[src/rtl/multicycle_ctrl_if.sv]
// multicycle_ctrl_if
// Bundle between the multicycle control FSM and the RV32I datapath.
//   instr, zero : datapath -> controller (IR contents, ALU zero flag)
//   pc_write, ior_d, mem_read, mem_write, ir_write, mem_to_reg, reg_write,
//   alu_src_a, alu_src_b[1:0], alu_ctrl[3:0], pc_source : controller -> datapath
//   state[3:0], halted, instret[CNT_W-1:0] : controller status/debug
// Modports: master = controller, slave = datapath.
interface multicycle_ctrl_if #(
  parameter int CNT_W = 32
);
  logic [31:0]      instr;
  logic             zero;
  logic             pc_write;
  logic             ior_d;
  logic             mem_read;
  logic             mem_write;
  logic             ir_write;
  logic             mem_to_reg;
  logic             reg_write;
  logic             alu_src_a;
  logic [1:0]       alu_src_b;
  logic [3:0]       alu_ctrl;
  logic             pc_source;
  logic [3:0]       state;
  logic             halted;
  logic [CNT_W-1:0] instret;

  modport master (
    input  instr, zero,
    output pc_write, ior_d, mem_read, mem_write, ir_write, mem_to_reg,
           reg_write, alu_src_a, alu_src_b, alu_ctrl, pc_source,
           state, halted, instret
  );

  modport slave (
    output instr, zero,
    input  pc_write, ior_d, mem_read, mem_write, ir_write, mem_to_reg,
           reg_write, alu_src_a, alu_src_b, alu_ctrl, pc_source,
           state, halted, instret
  );
endinterface

[src/rtl/multicycle_ctrl.sv]
// multicycle_ctrl
// Main control FSM for the multicycle RV32I datapath (lw, sw, addi,
// add/sub/and/or, beq). Moore machine: control outputs are decoded from the
// current state and IR; pc_write additionally folds in the ALU zero flag.
// Also maintains a retired-instruction counter.
// Ports:
//   clk    : clock
//   reset  : synchronous, active-high
//   bus    : multicycle_ctrl_if.master (instr/zero in, controls/status out)
// Optional build macro: ILLEGAL_HALT_EN -- illegal instructions park the FSM
//   in HALT (halted=1) until reset; otherwise they are skipped.
module multicycle_ctrl #(
  parameter int CNT_W = 32
) (
  input logic               clk,
  input logic               reset,
  multicycle_ctrl_if.master bus
);

  typedef enum logic [3:0] {
    S_FETCH   = 4'd0,
    S_DECODE  = 4'd1,
    S_MEMADDR = 4'd2,
    S_MEMRD   = 4'd3,
    S_MEMWB   = 4'd4,
    S_MEMWR   = 4'd5,
    S_EXEC    = 4'd6,
    S_ALUWB   = 4'd7,
    S_BRANCH  = 4'd8,
    S_HALT    = 4'd9
  } state_t;

  localparam logic [6:0] OP_LOAD  = 7'b0000011;
  localparam logic [6:0] OP_STORE = 7'b0100011;
  localparam logic [6:0] OP_ALU   = 7'b0110011;
  localparam logic [6:0] OP_IMM   = 7'b0010011;
  localparam logic [6:0] OP_BEQ   = 7'b1100011;

  localparam logic [3:0] ALU_ADD = 4'b0010;
  localparam logic [3:0] ALU_SUB = 4'b0110;
  localparam logic [3:0] ALU_AND = 4'b0000;
  localparam logic [3:0] ALU_OR  = 4'b0001;

  state_t           state_q;
  logic [CNT_W-1:0] instret_q;

  logic [6:0] opcode;
  logic [2:0] funct3;
  logic [6:0] funct7;
  logic       unused_instr_bits;

  assign opcode = bus.instr[6:0];
  assign funct3 = bus.instr[14:12];
  assign funct7 = bus.instr[31:25];
  // Register indices and immediates belong to the datapath, not to control.
  assign unused_instr_bits = ^{bus.instr[24:15], bus.instr[11:7]};

  // Full legality check, including funct fields, so illegal ALU ops are
  // caught in DECODE before EXEC would drive anything.
  function automatic logic is_legal(input logic [6:0] op, input logic [2:0] f3,
                                    input logic [6:0] f7);
    logic ok;
    ok = 1'b0;
    case (op)
      OP_LOAD, OP_STORE, OP_BEQ: ok = 1'b1;
      OP_IMM: ok = (f3 == 3'b000);
      OP_ALU: ok = ({f7, f3} == {7'b0000000, 3'b000}) ||
                   ({f7, f3} == {7'b0100000, 3'b000}) ||
                   ({f7, f3} == {7'b0000000, 3'b111}) ||
                   ({f7, f3} == {7'b0000000, 3'b110});
      default: ok = 1'b0;
    endcase
    return ok;
  endfunction

  function automatic logic [3:0] rtype_alu(input logic [2:0] f3,
                                           input logic [6:0] f7);
    logic [3:0] code;
    code = ALU_ADD;
    case ({f7, f3})
      {7'b0100000, 3'b000}: code = ALU_SUB;
      {7'b0000000, 3'b111}: code = ALU_AND;
      {7'b0000000, 3'b110}: code = ALU_OR;
      default:              code = ALU_ADD;
    endcase
    return code;
  endfunction

  always_ff @(posedge clk) begin
    if (reset) begin
      state_q   <= S_FETCH;
      instret_q <= '0;
    end else begin
      case (state_q)
        S_FETCH: state_q <= S_DECODE;
        S_DECODE: begin
          if (!is_legal(opcode, funct3, funct7)) begin
`ifdef ILLEGAL_HALT_EN
            state_q <= S_HALT;
`else
            // Skipped: PC already advanced in FETCH, nothing retires.
            state_q <= S_FETCH;
`endif
          end else if (opcode == OP_LOAD || opcode == OP_STORE) begin
            state_q <= S_MEMADDR;
          end else if (opcode == OP_BEQ) begin
            state_q <= S_BRANCH;
          end else begin
            state_q <= S_EXEC;
          end
        end
        S_MEMADDR: state_q <= (opcode == OP_LOAD) ? S_MEMRD : S_MEMWR;
        S_MEMRD:   state_q <= S_MEMWB;
        S_EXEC:    state_q <= S_ALUWB;
        S_MEMWB, S_MEMWR, S_ALUWB, S_BRANCH: begin
          state_q   <= S_FETCH;
          instret_q <= instret_q + 1'b1;
        end
`ifdef ILLEGAL_HALT_EN
        S_HALT:    state_q <= S_HALT;
`endif
        default:   state_q <= S_FETCH;
      endcase
    end
  end

  always_comb begin
    logic pc_write_uncond;
    logic branch;
    pc_write_uncond = 1'b0;
    branch          = 1'b0;
    bus.ior_d       = 1'b0;
    bus.mem_read    = 1'b0;
    bus.mem_write   = 1'b0;
    bus.ir_write    = 1'b0;
    bus.mem_to_reg  = 1'b0;
    bus.reg_write   = 1'b0;
    bus.alu_src_a   = 1'b0;
    bus.alu_src_b   = 2'b00;
    bus.alu_ctrl    = ALU_ADD;
    bus.pc_source   = 1'b0;
    case (state_q)
      S_FETCH: begin
        bus.mem_read    = 1'b1;
        bus.ir_write    = 1'b1;
        bus.alu_src_b   = 2'b01;
        pc_write_uncond = 1'b1;
      end
      // ALUOut <= PC+4+imm, i.e. the branch target of the current beq.
      S_DECODE: bus.alu_src_b = 2'b10;
      S_MEMADDR: begin
        bus.alu_src_a = 1'b1;
        bus.alu_src_b = 2'b10;
      end
      S_MEMRD: begin
        bus.mem_read = 1'b1;
        bus.ior_d    = 1'b1;
      end
      S_MEMWB: begin
        bus.reg_write  = 1'b1;
        bus.mem_to_reg = 1'b1;
      end
      S_MEMWR: begin
        bus.mem_write = 1'b1;
        bus.ior_d     = 1'b1;
      end
      S_EXEC: begin
        bus.alu_src_a = 1'b1;
        if (opcode == OP_IMM) begin
          bus.alu_src_b = 2'b10;
        end else begin
          bus.alu_ctrl = rtype_alu(funct3, funct7);
        end
      end
      S_ALUWB: bus.reg_write = 1'b1;
      S_BRANCH: begin
        bus.alu_src_a = 1'b1;
        bus.alu_ctrl  = ALU_SUB;
        bus.pc_source = 1'b1;
        branch        = 1'b1;
      end
      default: ;
    endcase
    bus.pc_write = pc_write_uncond | (branch & bus.zero);
    // Keep architectural state untouched while reset is held.
    if (reset) begin
      bus.pc_write  = 1'b0;
      bus.ir_write  = 1'b0;
      bus.mem_write = 1'b0;
      bus.reg_write = 1'b0;
    end
  end

  assign bus.state   = state_q;
  assign bus.instret = instret_q;
`ifdef ILLEGAL_HALT_EN
  assign bus.halted  = (state_q == S_HALT);
`else
  assign bus.halted  = 1'b0;
`endif

endmodule

[src/flat_wrapper.sv]
// flat-port wrapper written by rule: the top's interface ports become plain ports
module multicycle_ctrl_flat 
#(
  parameter int CNT_W = 32
)
  (clk, reset, bus_instr, bus_zero, bus_pc_write, bus_ior_d, bus_mem_read, bus_mem_write, bus_ir_write, bus_mem_to_reg, bus_reg_write, bus_alu_src_a, bus_alu_src_b, bus_alu_ctrl, bus_pc_source, bus_state, bus_halted, bus_instret);
  multicycle_ctrl_if #(.CNT_W(CNT_W)) bus_i ();
  input logic clk;
  input logic reset;
  input wire logic [$bits(bus_i.instr)-1:0] bus_instr;
  input wire logic [$bits(bus_i.zero)-1:0] bus_zero;
  output wire logic [$bits(bus_i.pc_write)-1:0] bus_pc_write;
  output wire logic [$bits(bus_i.ior_d)-1:0] bus_ior_d;
  output wire logic [$bits(bus_i.mem_read)-1:0] bus_mem_read;
  output wire logic [$bits(bus_i.mem_write)-1:0] bus_mem_write;
  output wire logic [$bits(bus_i.ir_write)-1:0] bus_ir_write;
  output wire logic [$bits(bus_i.mem_to_reg)-1:0] bus_mem_to_reg;
  output wire logic [$bits(bus_i.reg_write)-1:0] bus_reg_write;
  output wire logic [$bits(bus_i.alu_src_a)-1:0] bus_alu_src_a;
  output wire logic [$bits(bus_i.alu_src_b)-1:0] bus_alu_src_b;
  output wire logic [$bits(bus_i.alu_ctrl)-1:0] bus_alu_ctrl;
  output wire logic [$bits(bus_i.pc_source)-1:0] bus_pc_source;
  output wire logic [$bits(bus_i.state)-1:0] bus_state;
  output wire logic [$bits(bus_i.halted)-1:0] bus_halted;
  output wire logic [$bits(bus_i.instret)-1:0] bus_instret;
  assign bus_i.instr = bus_instr;
  assign bus_i.zero = bus_zero;
  assign bus_pc_write = bus_i.pc_write;
  assign bus_ior_d = bus_i.ior_d;
  assign bus_mem_read = bus_i.mem_read;
  assign bus_mem_write = bus_i.mem_write;
  assign bus_ir_write = bus_i.ir_write;
  assign bus_mem_to_reg = bus_i.mem_to_reg;
  assign bus_reg_write = bus_i.reg_write;
  assign bus_alu_src_a = bus_i.alu_src_a;
  assign bus_alu_src_b = bus_i.alu_src_b;
  assign bus_alu_ctrl = bus_i.alu_ctrl;
  assign bus_pc_source = bus_i.pc_source;
  assign bus_state = bus_i.state;
  assign bus_halted = bus_i.halted;
  assign bus_instret = bus_i.instret;
  multicycle_ctrl #(.CNT_W(CNT_W)) u_core (.clk(clk), .reset(reset), .bus(bus_i));
endmodule
[config.mk]
export PLATFORM = sky130hd
export DESIGN_NAME = multicycle_ctrl_flat
export DESIGN_NICKNAME = d
export VERILOG_FILES = /design/src/rtl/multicycle_ctrl_if.sv /design/src/rtl/multicycle_ctrl.sv /design/src/flat_wrapper.sv
export SDC_FILE = /design/constraint.sdc
export NUM_CORES = 1
export LEC_CHECK = 0
export CORE_ASPECT_RATIO = 0.75
export CORE_MARGIN = 1
export CORE_UTILIZATION = 39
export CTS_CLUSTER_DIAMETER = 120
export DETAILED_ROUTE_END_ITERATION = 10
export PLACE_DENSITY_LB_ADDON = 0.3
export REMOVE_ABC_BUFFERS = 1
export SYNTH_ARGS = -nofsm -noshare
export SYNTH_HDL_FRONTEND = slang
export SYNTH_SLANG_ARGS = --single-unit
[constraint.sdc]
create_clock -name clk -period 1.9 [get_ports clk]
set_clock_uncertainty 0.1 [all_clocks]
set_input_delay 0.19 -clock clk [delete_from_list [all_inputs] [get_ports clk]]
set_output_delay 0.19 -clock clk [all_outputs]
set_load 0.02 [all_outputs]
* Word level (Yosys, flattened, before mapping)
Cells that the tools add are included.
Widths: inputs -> output; s select.
** Operators by class
- Bitwise logic cells :: 2
- Order comparisons :: 0
- Shifts and indexed selects :: 0
- Muxes and demuxes :: 25
- Equal/unequal tests :: 16
- Div/mod/pow operators :: 0
- Multiply operators :: 0
- Add/sub/neg operators :: 1
- Reductions and logical operators :: 14
** Operators with widths (count)
- $add 32x1->32 const B :: 1
- $eq 10x3->1 const B :: 2
- $pmux 4 s5 :: 1
- $eq 4x3->1 const B :: 4
- $mux 4 :: 4
- $eq 7x6->1 const B :: 2
- $mux 1 :: 14
- $eq 10x9->1 const B :: 1
- $logic_not 10->1 :: 1
- $pmux 3 s3 :: 1
- $eq 4x2->1 const B :: 2
- $pmux 4 s2 :: 1
- $reduce_or 2->1 :: 4
- $eq 7x2->1 const B :: 1
- $eq 7x5->1 const B :: 1
- $eq 7x7->1 const B :: 1
- $pmux 2 s3 :: 1
- $reduce_or 3->1 :: 2
- $eq 4x1->1 const B :: 1
- $eq 4x4->1 const B :: 1
- $logic_not 4->1 :: 1
- $logic_or 1x1->1 :: 4
- $reduce_or 4->1 :: 1
- $logic_not 3->1 :: 1
- 5 further kinds :: 5
** Storage, ports and cells
- Memory bits (read-only) :: 0
- RAM bits :: 0
- Output and inout bits :: 52
- Register bits after elaboration :: 36
- Memories :: 0
- Input bits :: 35
- Bits in latches :: 0

* Logic depth before layout (Yosys ltp)
- Word-level depth :: 9
- Gate-level depth with buffers :: 8
- Mapped depth without buffers :: 4

* Least setup slack after synthesis
No wires, ideal clock.
- Kind :: reg-to-output
- From :: register u_core.state_q[1] (netlist: u_core.bus.state[1])
- To :: output bus_pc_write
- Required time :: 1.610 ns
- Slack :: -0.481 ns
- Cell stages (with the launch flop) :: 5
- Buffers on the path :: 1
- Data arrival time :: 2.091 ns
- Path through :: dfxtp_1 -> clkbuf_1 -> nor4b_1 -> a21oi_1 -> nor2_1
** Between the ends
- Cells in the longest elaborated chain, start to end :: 5
- Elaborated cells on any way between the ends :: 7
- Those cells by class :: eq/ne (1); mux (3); bitwise (2); reduce/logical (1)
** Ends and longest elaborated chain
- start, declared :: line multicycle_ctrl.sv:44 : state_t state_q;
- start signal, assigned :: line multicycle_ctrl.sv:112 : S_MEMADDR: state_q <= (opcode == OP_LOAD) ? S_MEMRD : S_MEMWR;
- $eq 4x4->1
- $mux 1
- via bus_pc_source :: line flat_wrapper.sv:22 : output wire logic [$bits(bus_i.pc_source)-1:0] bus_pc_source;
- $and 1x1->1 :: line multicycle_ctrl.sv:184 : bus.pc_write = pc_write_uncond | (branch & bus.zero);
- $or 1x1->1 :: line multicycle_ctrl.sv:184
- $mux 1 :: line multicycle_ctrl.sv:186 : if (reset) begin
- end, declared :: line flat_wrapper.sv:12 : output wire logic [$bits(bus_i.pc_write)-1:0] bus_pc_write;
The timed path passes the listed nets, and every way through them passes these cells.

* Worst setup path in the final report
- From :: register u_core.instret_q[11] (netlist: u_core.bus.instret[11])
- To :: register u_core.instret_q[18] (netlist: u_core.bus.instret[18])
** Between the ends
- Cells in the longest elaborated chain, start to end :: 1
** Ends and longest elaborated chain
- start, declared :: line multicycle_ctrl.sv:45 : logic [CNT_W-1:0] instret_q;
- start signal, assigned :: line multicycle_ctrl.sv:117 : instret_q <= instret_q + 1'b1;
- $add 32x1->32 :: line multicycle_ctrl.sv:117
No other way between the ends.
A chain may end at the register's enable or synchronous reset.

==> results_dict.tcl <==
set metrics [dict create \
    synth_area_sq_um 2110 \
    status "finished with violations" \
    core_sq_um 5040 \
    post-dp-hpwl_um 4530 \
    drive_gt1_share_pct 41.1 \
    die_width_um 86.9 \
    yosysTopAreaCell "dfxtp_1" \
    grt_pass1_wl_um 11900 \
    post-route-period-util_pct 110 \
    hold_path.startpoint "bus_instr[26]" \
    drt_pass1_iterations 5 \
    ios 87 \
    p_sw_share_pct 24.7 \
    setup_viol 25 \
    holdPathStages 5 \
    pwr-share-clk_pct 38.7 \
    drtAntennaViolNets 0 \
    cp.required_ps 2040 \
    synthArstFlopShare_pct 0 \
    gr-usage-all-layers_pct 27.1 \
    r2r_cells 5 \
    cts_sinks 36 \
    avgSynthCellArea_sq_um 8.29 \
    num_vias 2723 \
    dp.cells 436 \
    failed_checks "setup timing" \
    die_area_sq_um 5700 \
    initial_utilization_pct 41.8 \
    ys_ff_latch 36 \
    synth-edff-count 0 \
    nFillCells 335 \
    total_power_mw 1.50 \
    areaGrowthSynthToFinish_pct 81.1 \
    rr_startpoint "u_core.bus.instret[11]" \
    gp_congestion 0.782 \
    cts_buffers 5 \
    die_y_um 65.6 \
    final_nets 427 \
    pwr-share-seq_pct 50.5 \
    crit_path_max_fanout 7 \
    grt_pass1_vias 2476 \
    port-buffer-count 69 \
    overflow 0 \
    critical_path_arrival_ps 2230 \
    power_density_nw_per_um2 394 \
    n_antenna_cell 0 \
    via_per_inst 5.87 \
    startpoint_type "register" \
    ys_seq_area_share_pct 34.2 \
    clockBufferDepth 2 \
    htreeDepth 2 \
    layout_min_cycle_time_ps 2090 \
    min_path_type "input port to register" \
    p_int_mw 1.13 \
    switchingPower_mw 0.371 \
    clock.fmax_ghz 0.478 \
    reg2reg_slack_ps -190 \
    combinationalPowerShare_pct 10.8 \
    grt_antenna_before_repair 0 \
    drt_iter0_markers 178 \
    synth.area.top_cells "dfxtp_1, or4_1, a21oi_1" \
    max-cap-violations 0 \
    route.detailed.wl_per_inst_um 18.6 \
    holdWs_ps 403 \
    final_core_util_pct 75.7 \
    crit_slowest_cell "or4_4" \
    layout_commonest_cell "buf_4" \
    clkSlewWorstSetupHoldPaths_ps 80 \
    crit_chain "nand4_4 -> or4_4 -> buf_6 -> or4_1 -> a21oi_2" \
    worst_slack_ps -192 \
    yosysWarnings 0 \
    cpPeakStageDelay_ps 550 \
    cts_tree "done" \
    syn-instance-count 254 \
    hold_path_end "u_core.bus.state[2]" \
    wl_um 8640 \
    worstSkewPairLatency_ps 300 \
    route.detailed.drc 0 \
    stdcell_count 464 \
    vdd_drop_max_mv 0.377 \
    hold_violations 0 \
    rows 22 \
    reg2reg_to "u_core.bus.instret[18]" \
    worst-setup-path-type "register to register" \
    grt_max_degree 34 \
    layout.cells.most_common_list "buf_4, clkdlybuf4s50_1, dfxtp_1" \
    holdBufCountCts 0 \
    root_buffer "clkbuf_8" \
    synth_top_area_share_pct 34.2 \
    rsz0062_at_grt "yes" \
    critPathCaptureType "register" \
    leakage_nw 1.51 \
    yosysUniqueCellTypes 54 \
    synth_ff_type "dfxtp_1" \
    finalMaxSlewViolations 0 \
]
## layer usage
metal	global-route usage, %	part of all wire [%]	vias to the layer above
met5	0	0	-
met4	8.33	3.6	0
met3	8.17	6.6	32
met2	42.8	47	132
met1	35.4	43	1319
li1	-	-	1240
## final cells by class
| type | instances | area [sq um] | area share (%) |
|---|---|---|---|
| Clock buffer | 7 | 86.3 | 2.26 |
| Clock inverter | 1 | 7.51 | 0.197 |
| Inverter | 9 | 33.8 | 0.886 |
| Multi-Input combinational cell | 189 | 1470 | 38.5 |
| Sequential cell | 36 | 739 | 19.4 |
| Tap cell | 72 | 90.1 | 2.36 |
| Timing Repair Buffer | 150 | 1390 | 36.4 |
## through the flow
| stage | setup WS, ps | cell area, sq um | setup TNS (ps) |
|---|---|---|---|
| after floorplan | -629 | 1970 | -10920 |
| after global placement | -591 | 3240 | -5280 |
| after detailed placement | -622 | 3240 | -5990 |
| after CTS | -176 | 3600 | -1930 |
| after global routing | -221 | 3810 | -3780 |
| final | -192 | 3810 | -2430 |
## repair_timing
| action | CTS | global route |
|---|---|---|
| cloned | 3 | 0 |
| pin swaps | 25 | 23 |
| gates resized for setup | 72 | 63 |
| setup endpoints to repair | 39 | 40 |
| setup buffers | 8 | 10 |
## critical path: cells and delay by family (launching register included)
| kind | cells | cell delay [ps] |
|---|---|---|
| AO/OA/AOI/OAI | 1 | 130 |
| buffers and inverters | 1 | 180 |
| flip-flops | 1 | 400 |
| AND/OR/NAND/NOR | 3 | 1210 |
## registers in the layout, summed over array words and instances (netlist names)
signal              count
u_core.bus.state        4
u_core.bus.instret     32
## logic make-up after synthesis
| kind of cell | count (synthesis) | synth area share [%] |
|---|---|---|
| AND/OR/NAND/NOR | 112 | 33.0 |
| AO/OA/AOI/OAI | 65 | 19.6 |
| flip-flops | 36 | 34.2 |
| buffers and inverters | 30 | 8.14 |
| multiplexers | 5 | 2.61 |
| XOR/XNOR | 4 | 1.66 |
| adder cells (fa/ha/maj) | 1 | 0.594 |
| other | 1 | 0.178 |
## worst max-delay path by stage
stage                                 from                     end  slack [ps]  depth (start not counted)
CTS                  u_core.bus.instret[3]  u_core.bus.instret[19]        -180                          5
detailed placement           bus_instr[25]         bus_alu_ctrl[2]        -620                          6
finish              u_core.bus.instret[11]  u_core.bus.instret[18]        -190                          5
global route        u_core.bus.instret[11]  u_core.bus.instret[18]        -220                          5
global placement             bus_instr[25]         bus_alu_ctrl[2]        -590                          6
floorplan              u_core.bus.state[0]  u_core.bus.instret[12]        -630                          4
## power groups by stage
stage / sequential [mW] / clock, mW / combinational (mW)
6_report: 0.758 / 0.582 / 0.162
5_1_grt: 0.758 / 0.625 / 0.169
4_1_cts: 0.758 / 0.581 / 0.151
3_5_place_dp: 0.777 / 0 / 0.153
3_3_place_gp: 0.777 / 0 / 0.152
2_1_floorplan: 0.780 / 0 / 0.0404
## synth_stat cells (all sizes together), types with 2 or more instances
master,n
dfxtp,36
a21oi,29
or4,22
o31ai,18
nor2,16
buf,12
nand2,11
clkbuf,9
inv,9
or3,9
nand3,8
nand4,8
nor3,7
nor4,7
o21ai,6
nor2b,5
mux2,4
and3,3
xor2,3
a2111oi,2
and4,2
nand2b,2
nor3b,2
nor4b,2
o211ai,2
o31a,2
or2,2
No activity file was read; power rests on OpenSTA's default activity.
==> RTL change 1, RTL diff (config.mk and constraints unchanged) <==
`CNT_W` is set to 32 in 3 places; all go to 28.
--- a/src/rtl/multicycle_ctrl_if.sv
+++ b/src/rtl/multicycle_ctrl_if.sv
@@ -6,7 +6,7 @@
 //   state[3:0], halted, instret[CNT_W-1:0] : controller status/debug
 // Modports: master = controller, slave = datapath.
 interface multicycle_ctrl_if #(
-  parameter int CNT_W = 32
+  parameter int CNT_W = 28
 );
   logic [31:0]      instr;
   logic             zero;
--- a/src/rtl/multicycle_ctrl.sv
+++ b/src/rtl/multicycle_ctrl.sv
@@ -10,7 +10,7 @@
 // Optional build macro: ILLEGAL_HALT_EN -- illegal instructions park the FSM
 //   in HALT (halted=1) until reset; otherwise they are skipped.
 module multicycle_ctrl #(
-  parameter int CNT_W = 32
+  parameter int CNT_W = 28
 ) (
   input logic               clk,
   input logic               reset,
--- a/src/flat_wrapper.sv
+++ b/src/flat_wrapper.sv
@@ -1,7 +1,7 @@
 // flat-port wrapper written by rule: the top's interface ports become plain ports
 module multicycle_ctrl_flat 
 #(
-  parameter int CNT_W = 32
+  parameter int CNT_W = 28
 )
   (clk, reset, bus_instr, bus_zero, bus_pc_write, bus_ior_d, bus_mem_read, bus_mem_write, bus_ir_write, bus_mem_to_reg, bus_reg_write, bus_alu_src_a, bus_alu_src_b, bus_alu_ctrl, bus_pc_source, bus_state, bus_halted, bus_instret);
   multicycle_ctrl_if #(.CNT_W(CNT_W)) bus_i ();
Interface: changed (resized bus_instret); port bits go from 87 to 83. The function was not compared with the original's and may differ.
==> RTL change 1 against the unedited design <==
Worst setup slack better by 0.23 ns; die area shrank 11%; power decreased by 14%; final area decreased by 22%; synthesized area fell by 11%; routed wire length is 41% lower; sequential cell count is 4 lower.
==> RTL change 1: results (changes against the unedited design) <==
[cells_and_area]
final_nets=367  ; was 427
largest_reg_flops=28  ; was 32

[cts]
clkLatencyLatePin_ns=0.27  ; was 0.30 ns
path_clk_slew_ns=0.06  ; was 0.08 ns

[synthesis]
synth_area_leaders=dfxtp_1 (34%), nor2_1 (7.0%), xor2_1 (7.0%)  ; was dfxtp_1 (34%), or4_1 (7.1%), a21oi_1 (6.9%)
yosysUniqueCellTypes=43  ; was 54
synth-compound-area-share_pct=6.29  ; was 19.6%
synth_fa_ha_area_share_pct=0.669  ; was 0.594%

[grt]
grt_pass1_wl_mm=8.03  ; was 11.9 mm
grt_use_met1_pct=27.0  ; was 35.4%

[power]
p_switching_w=0.000300  ; was 0.000371 W
ir_drop_v=0.000436  ; was 0.000377 V
p_sw_share_pct=23.2  ; was 24.7%

[placement]
gp_congestion=0.835  ; was 0.782
hpwl_mm=3.66  ; was 4.53 mm

[min_path]
hp-class=reg2reg  ; was in2reg

[detailed_routing]
wl_met1_mm=2.36  ; was 3.74 mm
wl_per_cell_um=13.2  ; was 18.6 µm

[critical_path]
reg2reg_to=u_core.bus.instret[15]$_SDFFE_PP0P_  ; was u_core.bus.instret[18]$_SDFFE_PP0P_
crit_start=bus_instr[5]  ; was u_core.bus.instret[11]$_SDFFE_PP0P_
crit_path_max_fanout=2  ; was 7
ff2ff_path_depth=7  ; was 5
endpoint=bus_alu_ctrl[2]  ; was u_core.bus.instret[18]$_SDFFE_PP0P_
regToRegStartpoint=u_core.bus.state[0]$_SDFF_PP0_  ; was u_core.bus.instret[11]$_SDFFE_PP0P_
critPathTopFamily=buffers and inverters  ; was simple AND/OR/NAND/NOR gates
worst_path_max_delay_cell=clkdlybuf4s50_1  ; was or4_4

[status]
status=finished clean  ; was finished, violations left

## RTL change 1: cell types whose count changed after synthesis, moves of 6 or more
cell      before  now
or4_1         20    0
clkbuf_1       8    2
inv_1          9    3
nor3_1         7   13
nand4_1        7   13
nor2_1        16   35
o31ai_1       18    0
xnor2_1        1   11
nand2_1       11   17
xor2_1         3   15
a21oi_1       29    8
or3_1          9    2
## RTL change 1: power groups by stage
stage / combinational [W] / clock, W / sequential [W]
after floorplan: 0.0000365 / 0 / 0.000694
after global placement: 0.000143 / 0 / 0.000688
after detailed placement: 0.000143 / 0 / 0.000688
after CTS: 0.000143 / 0.000494 / 0.000673
after global routing: 0.000152 / 0.000523 / 0.000673
final: 0.000143 / 0.000479 / 0.000673
## RTL change 1: what timing repair did
item / in CTS / in global routing
buffers inserted: 9 / 1
resized for setup: 50 / 32
pin swaps: 9 / 9
endpoints found under the setup margin: 14 / 28
## RTL change 1: through the flow
step | util (%) | cells | setup slack (ns) | hold slack, ns
after detailed placement | 61.9 | 371 | -0.590 | 0.413
after global placement | 61.9 | 371 | -0.545 | 0.396
final | 65.8 | 388 | 0.0375 | 0.419
after global routing | 65.8 | 388 | -0.0272 | 0.452
after CTS | 65.8 | 387 | 0.00410 | 0.422
after floorplan | - | 205 | -0.457 | 0.159
## RTL change 1: worst reg2reg max path: stages, from the launching register on
cell     delay (ns)
dfxtp_1        0.30
buf_4          0.15
nor4b_4        0.32
buf_4          0.19
a31oi_4        0.08
nor4b_2        0.36
xnor2_1        0.15
nor2_1         0.05
## RTL change 1: cell type report
type	count	area [µm²]
clock buffer	6	72.6
tap	57	71.3
fill	387	1550
multi-input combinational	170	1170
sequential	32	643
timing repair buffer	119	1020
inverter	3	11.3
clock inverter	1	5.00
==> RTL change 2, RTL diff (same flow settings) <==
Made on the original files. Reset style: asynchronous (`reset`), changed in one clocked block.
--- a/src/rtl/multicycle_ctrl.sv
+++ b/src/rtl/multicycle_ctrl.sv
@@ -86,7 +86,7 @@
     return code;
   endfunction
 
-  always_ff @(posedge clk) begin
+  always_ff @(posedge clk or posedge reset) begin
     if (reset) begin
       state_q   <= S_FETCH;
       instret_q <= '0;
Formal check against the unedited RTL: differs if reset is asserted again (counterexample within 4 cycles, from zero or initial values and one cycle with reset high); with reset held inactive, the same outputs for 10 cycles.
==> RTL change 2 against the unedited design <==
The flow still finishes with violations (setup timing); sequential cell count unchanged; synthesized cell count down 26%; via count down 27%; final area down 12%; routed wire length down 28%; synthesized area down 7.7%; worst setup slack worse by 0.012 ns; highest routed layer unchanged.
Power is not compared: it rests on default switching activity, and its combinational part moved more than twofold at a synthesized area within 25%.
==> RTL change 2: results (changes against the unedited design) <==
[min_path]
hp-class=in2async  ; was in2reg

[detailed_routing]
wirelength_mm=6.19  ; was 8.64 mm
wl_met3_um=248  ; was 568 µm
wl_met2_mm=2.96  ; was 4.02 mm
vias=1979  ; was 2723
drt_iter0_drc=99  ; was 178
dr.pass1.iters=4  ; was 5

[synthesis]
async_flop_share_pct=100  ; was 0%
synth_area_leaders=dfrtp_1 (46%), xnor2_1 (14%), nand4_1 (6.1%)  ; was dfxtp_1 (34%), or4_1 (7.1%), a21oi_1 (6.9%)
avgSynthCellArea_um2=10.3  ; was 8.29 µm²
yosysUniqueCellTypes=41  ; was 54
synth_common_cells=dfrtp_1 (36), xnor2_1 (31), nand4_1 (19), nand3_1 (17), nor3_1 (9)  ; was dfxtp_1 (36), a21oi_1 (29), or4_1 (20), o31ai_1 (18), nor2_1 (16)
seq_area_frac_synth_pct=46.3  ; was 34.2%
yosys.area.top_type_share_pct=46.3  ; was 34.2%

[critical_path]
crit_path_max_fanout=3  ; was 7
reg2reg_to=u_core.bus.instret[28]$_DFFE_PP0P_  ; was u_core.bus.instret[18]$_SDFFE_PP0P_
critPathTopFamily=buffers and inverters  ; was simple AND/OR/NAND/NOR gates
regToRegStartpoint=u_core.bus.state[3]$_DFF_PP0_  ; was u_core.bus.instret[11]$_SDFFE_PP0P_
worst_path_largest_cell_delay_ns=0.43  ; was 0.55 ns
regToRegSetupSlack_ns=-0.17  ; was -0.19 ns
arrival_ns=1.81  ; was 2.23 ns
endpoint=bus_ir_write  ; was u_core.bus.instret[18]$_SDFFE_PP0P_
crit_start=u_core.bus.state[2]$_DFF_PP0_  ; was u_core.bus.instret[11]$_SDFFE_PP0P_

[sta]
finalSetupViolCount=36  ; was 25
fin_ws_ns=-0.205  ; was -0.192 ns
setup_tns_ns=-2.53  ; was -2.43 ns

[grt]
grt_pass1_wl_mm=9.32  ; was 11.9 mm
grt_use_met1_pct=31.3  ; was 35.4%
grt.met2_usage_pct=35.7  ; was 42.8%

[cells_and_area]
drive_gt1_share_pct=35.5  ; was 41.1%
final_nets=342  ; was 427

[status]
violations=setup timing  ; unchanged
status=finished, violations left  ; unchanged

[placement]
pre_cts_ws_ns=-0.616  ; was -0.622 ns
hpwl_mm=3.77  ; was 4.53 mm
place_area_um2=2930  ; was 3240 µm²

RTL change 2: cell count changes in the layout (fill, tap and decap cells not counted), moves of 7 or more:
cell and delta:
dfrtp_1 +33, xnor2_1 +28, dfxtp_1 -27, buf_4 -25, o31ai_1 -18, a21oi_1 -17, nand4_1 +12, or4_4 -12
a21oi_2 -8, nand3_2 +8, nor2_1 -8, or4_1 -8, clkbuf_2 -7
RTL change 2: logic make-up (layout without fill, tap and decap cells):
kind of cell | after synthesis | after routing | share of synthesized area (%)
fa+ha+maj | 1 | 1 | 0.643
mux | 1 | 1 | 0.579
flops | 36 | 36 | 46.3
simple gates | 89 | 89 | 27.1
compound gates | 15 | 15 | 6.37
other cells | 1 | 2 | 0.193
xor+xnor | 32 | 32 | 14.4
buf+inv | 13 | 131 | 4.38
RTL change 2: layout make-up:
cell class	count	area, µm²
fill	304	1250
timing repair buffer	119	1110
clock inverter	2	35.0
tap	57	71.3
sequential	36	905
multi-input combinational	140	1160
inverter	4	17.5
clock buffer	6	72.6
RTL change 2: power breakdown:
part,switching (W),internal [W],leakage (nW)
clock,0.000282,0.000389,0.0552
sequential,0.0000416,0.000796,0.494
combinational,0.000285,0.000318,0.914
RTL change 2: worst register-to-register path, cell delays in order, from the launching register on:
cell and delay, ns:
dfrtp_2 0.45, buf_6 0.14, buf_4 0.14, nand2b_4 0.15
buf_6 0.13, a211oi_4 0.24, buf_6 0.16, buf_12 0.12
nand4_1 0.14, xnor2_2 0.19
RTL change 2: repair_timing:
action / in CTS / in global routing
cloned: 1 / 0
setup endpoints to repair: 43 / 42
pin swaps: 11 / 20
setup buffers: 5 / 9
gates resized for setup: 87 / 37
